**src/rtl/xor_implies_solver_pkg.sv**
```systemverilog
// Shared constants and FSM state type for the xor-implies witness solver.
package xor_implies_pkg;
  localparam int NX    = 8;
  localparam int NY    = 8;
  localparam int NIMP  = 4;
  localparam int CNT_W = NY + 1;

  typedef enum logic [1:0] {
    IDLE = 2'd0,
    EVAL = 2'd1,
    DONE = 2'd2
  } state_e;
endpackage

```
**src/rtl/xor_implies_solver_if.sv**
```systemverilog
// Harness-facing control/result bundle of the witness solver.
interface xor_implies_solver_if;
  import xor_implies_pkg::*;

  logic             start;
  logic             mode_count;
  logic             abort;
  logic [NX-1:0]    x_in;
  logic             busy;
  logic             done;
  logic             found;
  logic [NY-1:0]    y_out;
  logic [CNT_W-1:0] count;

  modport master (
    output start, mode_count, abort, x_in,
    input  busy, done, found, y_out, count
  );

  modport slave (
    input  start, mode_count, abort, x_in,
    output busy, done, found, y_out, count
  );
endinterface

```
**src/rtl/xor_implies_solver_eval.sv**
```systemverilog
// Combinational xor-implies formula: parity of all inputs ANDed with NIMP
// implications i_k -> i_(NX+NY-1-k).
module xor_implies_eval #(
  parameter int NX   = 8,
  parameter int NY   = 8,
  parameter int NIMP = 4
) (
  input  logic [NX+NY-1:0] in_vec,
  output logic             out
);
  logic imp_ok;

  always_comb begin
    imp_ok = 1'b1;
    for (int k = 0; k < NIMP; k++) begin
      imp_ok = imp_ok & (~in_vec[k] | in_vec[NX+NY-1-k]);
    end
    out = (^in_vec) & imp_ok;
  end
endmodule

```
**src/rtl/xor_implies_solver.sv**
```systemverilog
// Witness-search controller: sweeps every Y for a latched X, stopping at the
// first satisfying Y (find mode) or counting all of them (count mode).
module xor_implies_solver
  import xor_implies_pkg::*;
(
  input  logic                clk,
  input  logic                rst_n,
  xor_implies_solver_if.slave bus
);
  state_e           state_q, state_d;
  logic [NX-1:0]    x_q, x_d;
  logic             mode_q, mode_d;
  logic [NY:0]      y_cnt_q, y_cnt_d;
  logic [CNT_W-1:0] count_q, count_d;
  logic             found_q, found_d;
  logic [NY-1:0]    y_out_q, y_out_d;
  logic             busy_q, busy_d;
  logic             done_q, done_d;
  logic             hit;

  xor_implies_eval #(
    .NX   (NX),
    .NY   (NY),
    .NIMP (NIMP)
  ) u_eval (
    .in_vec ({y_cnt_q[NY-1:0], x_q}),
    .out    (hit)
  );

  // The extra top bit of y_cnt marks the wrapped cycle after the last
  // candidate; no candidate is evaluated there, the sweep just closes.
  always_comb begin
    state_d = state_q;
    x_d     = x_q;
    mode_d  = mode_q;
    y_cnt_d = y_cnt_q;
    count_d = count_q;
    found_d = found_q;
    y_out_d = y_out_q;
    done_d  = 1'b0;
    case (state_q)
      IDLE: begin
        if (bus.start) begin
          x_d     = bus.x_in;
          mode_d  = bus.mode_count;
          y_cnt_d = '0;
          count_d = '0;
          found_d = 1'b0;
          y_out_d = '0;
          state_d = EVAL;
        end
      end
      EVAL: begin
        if (bus.abort) begin
          count_d = '0;
          found_d = 1'b0;
          y_out_d = '0;
          state_d = IDLE;
        end else if (y_cnt_q[NY]) begin
          done_d  = 1'b1;
          state_d = DONE;
        end else begin
          y_cnt_d = y_cnt_q + (NY+1)'(1);
          if (hit) begin
            count_d = count_q + CNT_W'(1);
            found_d = 1'b1;
            y_out_d = y_cnt_q[NY-1:0];
            if (!mode_q) begin
              done_d  = 1'b1;
              state_d = DONE;
            end
          end
        end
      end
      DONE:    state_d = IDLE;
      default: state_d = IDLE;
    endcase
    busy_d = (state_d == EVAL);
  end

  always_ff @(posedge clk or negedge rst_n) begin
    if (!rst_n) begin
      state_q <= IDLE;
      x_q     <= '0;
      mode_q  <= 1'b0;
      y_cnt_q <= '0;
      count_q <= '0;
      found_q <= 1'b0;
      y_out_q <= '0;
      busy_q  <= 1'b0;
      done_q  <= 1'b0;
    end else begin
      state_q <= state_d;
      x_q     <= x_d;
      mode_q  <= mode_d;
      y_cnt_q <= y_cnt_d;
      count_q <= count_d;
      found_q <= found_d;
      y_out_q <= y_out_d;
      busy_q  <= busy_d;
      done_q  <= done_d;
    end
  end

  assign bus.busy  = busy_q;
  assign bus.done  = done_q;
  assign bus.found = found_q;
  assign bus.y_out = y_out_q;
  assign bus.count = count_q;
endmodule

```
**src/flat_wrapper.sv**
```systemverilog
// flat-port wrapper written by rule: the top's interface ports become plain ports
module xor_implies_solver_flat import xor_implies_pkg::*;
  (clk, rst_n, bus_start, bus_mode_count, bus_abort, bus_x_in, bus_busy, bus_done, bus_found, bus_y_out, bus_count);
  xor_implies_solver_if bus_i ();
  input  logic clk;
  input  logic rst_n;
  input wire logic [$bits(bus_i.start)-1:0] bus_start;
  input wire logic [$bits(bus_i.mode_count)-1:0] bus_mode_count;
  input wire logic [$bits(bus_i.abort)-1:0] bus_abort;
  input wire logic [$bits(bus_i.x_in)-1:0] bus_x_in;
  output wire logic [$bits(bus_i.busy)-1:0] bus_busy;
  output wire logic [$bits(bus_i.done)-1:0] bus_done;
  output wire logic [$bits(bus_i.found)-1:0] bus_found;
  output wire logic [$bits(bus_i.y_out)-1:0] bus_y_out;
  output wire logic [$bits(bus_i.count)-1:0] bus_count;
  assign bus_i.start = bus_start;
  assign bus_i.mode_count = bus_mode_count;
  assign bus_i.abort = bus_abort;
  assign bus_i.x_in = bus_x_in;
  assign bus_busy = bus_i.busy;
  assign bus_done = bus_i.done;
  assign bus_found = bus_i.found;
  assign bus_y_out = bus_i.y_out;
  assign bus_count = bus_i.count;
  xor_implies_solver u_core (.clk(clk), .rst_n(rst_n), .bus(bus_i));
endmodule
```
**config.mk**
```make
export PLATFORM = sky130hd
export DESIGN_NAME = xor_implies_solver_flat
export DESIGN_NICKNAME = d
export VERILOG_FILES = /design/src/rtl/xor_implies_solver_pkg.sv /design/src/rtl/xor_implies_solver_if.sv /design/src/rtl/xor_implies_solver_eval.sv /design/src/rtl/xor_implies_solver.sv /design/src/flat_wrapper.sv
export SDC_FILE = /design/constraint.sdc
export NUM_CORES = 1
export LEC_CHECK = 0
export BUFFER_PORTS_ARGS = -buffer_cell sky130_fd_sc_hd__buf_2
export CORE_MARGIN = 3
export CORE_UTILIZATION = 35
export DETAILED_ROUTE_END_ITERATION = 16
export HOLD_SLACK_MARGIN = 0.05
export PLACE_DENSITY = 0.58
export SETUP_SLACK_MARGIN = 0.15
export SKIP_LAST_GASP = 1
export SLEW_MARGIN = 10
export SYNTH_ARGS = -nofsm -noshare
export SYNTH_HDL_FRONTEND = slang
export SYNTH_SLANG_ARGS = --single-unit
```
**constraint.sdc**
```tcl
create_clock -name clk -period 2.6 [get_ports clk]
set_input_delay 0.39 -clock clk [delete_from_list [all_inputs] [get_ports clk]]
set_output_delay 0.39 -clock clk [all_outputs]
set_load 0.05 [all_outputs]
```
==> metrics.csv <==
metric;value;unit
path_clk_slew;0.07;ns
ff_latch_area;1000;sq um
synth-adder-area-share;3.15;%
power_switching;0.000934;W
die-area;6610;sq um
synth-simple-area-share;17.2;%
diodes;0;
period_share;87.8;%
cts_sinks;40;
p_leak;1.16;nW
multi_input_area;937;sq um
maxCapViolations;0;
cts_setup_buffers;0;
drc;0;
dp_hpwl;2820;um
worst_slew_pin_slew;0.884;ns
pwr-share-comb;47.2;%
place.gp.congestion;0.769;
drt_iter0_markers;76;
coreArea;5300;sq um
synth_warnings;0;
grt_overflow;0;
pwr-share-seq;35.8;%
finalHoldViolations;0;
synth_nets;192;
cp.required;2.78;ns
synth_compound_area_share;14.9;%
grtUsageTotal;13.7;%
routed_via_density;4.88;
die_h;81.3;um
cts_buffers;5;
critPathMaxFanout;13;
switching_share;41.0;%
post_cts_resized;0;
worstSetupPathType;reg2reg;
nets;230;
p_per_area;991;nW/um^2
drtAntennaViolNets;0;
num_rows;26;
async_flop_share;100;%
synth-xor-area-share;6.88;%
cts_hold_buf;0;
hp-class;in2async;
die_w;81.3;um
antenna_found_initial;0;
worstPathArrival;2.47;ns
slew_headroom;41.0;%
ys_ff_latch;40;
fillers;528;
syn_area;1980;sq um
vdd_ir_drop_max;0.708;mV
fin_skew;0.00345;ns
final_util;43.3;%
internal-power;0.00134;W
synth_edf_count;0;
rsz0062_at_grt;no;
portBuffers;32;
num_vias;1376;
cts-htree-levels;2;
wl_per_cell;14.1;um
layout-drive-gt1-share;27.8;%
cts_root_buf;clkbuf_8;
min_period;2.28;ns
ys_types;43;
syn_avg_cell_area;11.4;sq um
area_delta_synth_final;15.8;%
first_global_vias;1386;
yosys.area.top_type;dfrtp_1;
routed_wirelength;3960;um
final_common_cell;dfrtp_1;
yosysSeqAreaShare;50.5;%
final_cell_mix;dfrtp_1 (40), buf_2 (32), nor2_1 (15);
fmax;0.438;GHz
p_clk_share;17.0;%
start_util;37.4;%
synth_flop_cell;dfrtp_1;
place_inst;275;
pin_count;33;
first_pass_iters;4;
synth_mux_area_share;5.11;%
startpoint_type;flop;
hold_ws;0.218;ns
final_cells;282;
drv_slew;0;
tns;0;ns
ctsLongestPathBuffers;2;
clkLatencyLatePin;0.29;ns
setup_viol;0;
syn_inst;174;
netlist.area_leader.share;50.5;%
synth.area.top_cells;dfrtp_1 (50%), mux2_2 (5.1%), a22o_1 (4.0%), xnor2_1 (4.0%), ha_1 (3.2%);
cp-end-kind;flop;
grt_max_degree;41;
synth_top_family_by_area;simple AND/OR/NAND/NOR gates;
cts_tree;built;
grt_pass1_wl;6800;um
status;complete, no violations;
## per-stage QoR
step / instance area (sq um) / power, W / setup slack [ns]
2_1_floorplan: 1980 / 0.00174 / 0.538
3_3_place_gp: 2220 / 0.00189 / 0.361
3_5_place_dp: 2220 / 0.00189 / 0.344
4_1_cts: 2300 / 0.00230 / 0.326
5_1_grt: 2300 / 0.00243 / 0.212
6_report: 2300 / 0.00228 / 0.316
## kinds of logic after synthesis
family	after synthesis
XOR/XNOR	13
AO/OA/AOI/OAI	39
buffers and inverters	7
flip-flops	40
multiplexers	9
adder cells (fa/ha/maj)	5
AND/OR/NAND/NOR	61
## power groups by stage
stage	registers, W	logic [W]	clock network (W)
4_1_cts	0.000819	0.00107	0.000404
5_1_grt	0.000834	0.00117	0.000433
3_3_place_gp	0.000826	0.00106	0
6_report	0.000815	0.00107	0.000386
2_1_floorplan	0.000863	0.000881	0
3_5_place_dp	0.000832	0.00106	0
## path summary, 6_finish.rpt
check                      cells after the start                               to                           from  slack [ns]
max reg2reg                                    6  u_core.bus.count[0]$_DFFE_PN0P_  u_core.y_cnt_q[4]$_DFFE_PN0P_        0.32
max                                            6  u_core.bus.count[0]$_DFFE_PN0P_  u_core.y_cnt_q[4]$_DFFE_PN0P_        0.32
max in group asynchronous                      1  u_core.bus.y_out[4]$_DFFE_PN0P_                          rst_n        1.84
min                                            1  u_core.bus.count[7]$_DFFE_PN0P_                          rst_n        0.22
min reg2reg                                    1     u_core.bus.found$_DFFE_PN0P_   u_core.bus.found$_DFFE_PN0P_        0.50
min in group clk                               3        u_core.x_q[2]$_DFFE_PN0P_                    bus_x_in[2]        0.30
## Yosys cell counts (all sizes together), types with 2 or more instances
cell type,number
dfrtp,40
inv,3
buf,3
xnor2,10
nor2b,2
nand2b,3
or3,2
xor2,2
nand2,13
nor2,16
a21o,2
mux2,9
or2,4
a22o,9
a31oi,2
or3b,2
o22ai,2
and2,3
nand3,7
and4,2
a21oi,5
and3,3
ha,5
o21ai,6
a21bo,4
o211ai,4
## layer usage
metal,global-route usage (%),vias to the layer above,wire (um)
met1,18.6,647,1950
met3,3.77,6,177
met4,4.56,0,57
met5,0,-,0
met2,20.8,27,1780
li1,-,696,-
## state kept, by name (all words and copies together), names as in the netlist
name	count
u_core.bus.count	9
u_core.y_cnt_q	9
u_core.bus.y_out	8
u_core.x_q	8
u_core.state_q	2
u_core.bus.busy	1
u_core.bus.done	1
u_core.bus.found	1
u_core.mode_q	1
## critical path: stages (launching register included)
cell and delay [ns]:
dfrtp_1 0.45, ha_1 0.33, xnor2_1 0.17, xnor2_1 0.14, xnor3_2 0.58, and2_4 0.25
mux2_2 0.27
## layout make-up
class	count	share of cell area, %
sequential	40	43.6
multi-input combinational	127	40.8
timing repair buffer	35	7.95
tap	70	3.81
clock buffer	6	3.16
inverter	3	0.490
clock inverter	1	0.218
Power figures use the tool's default switching activity.
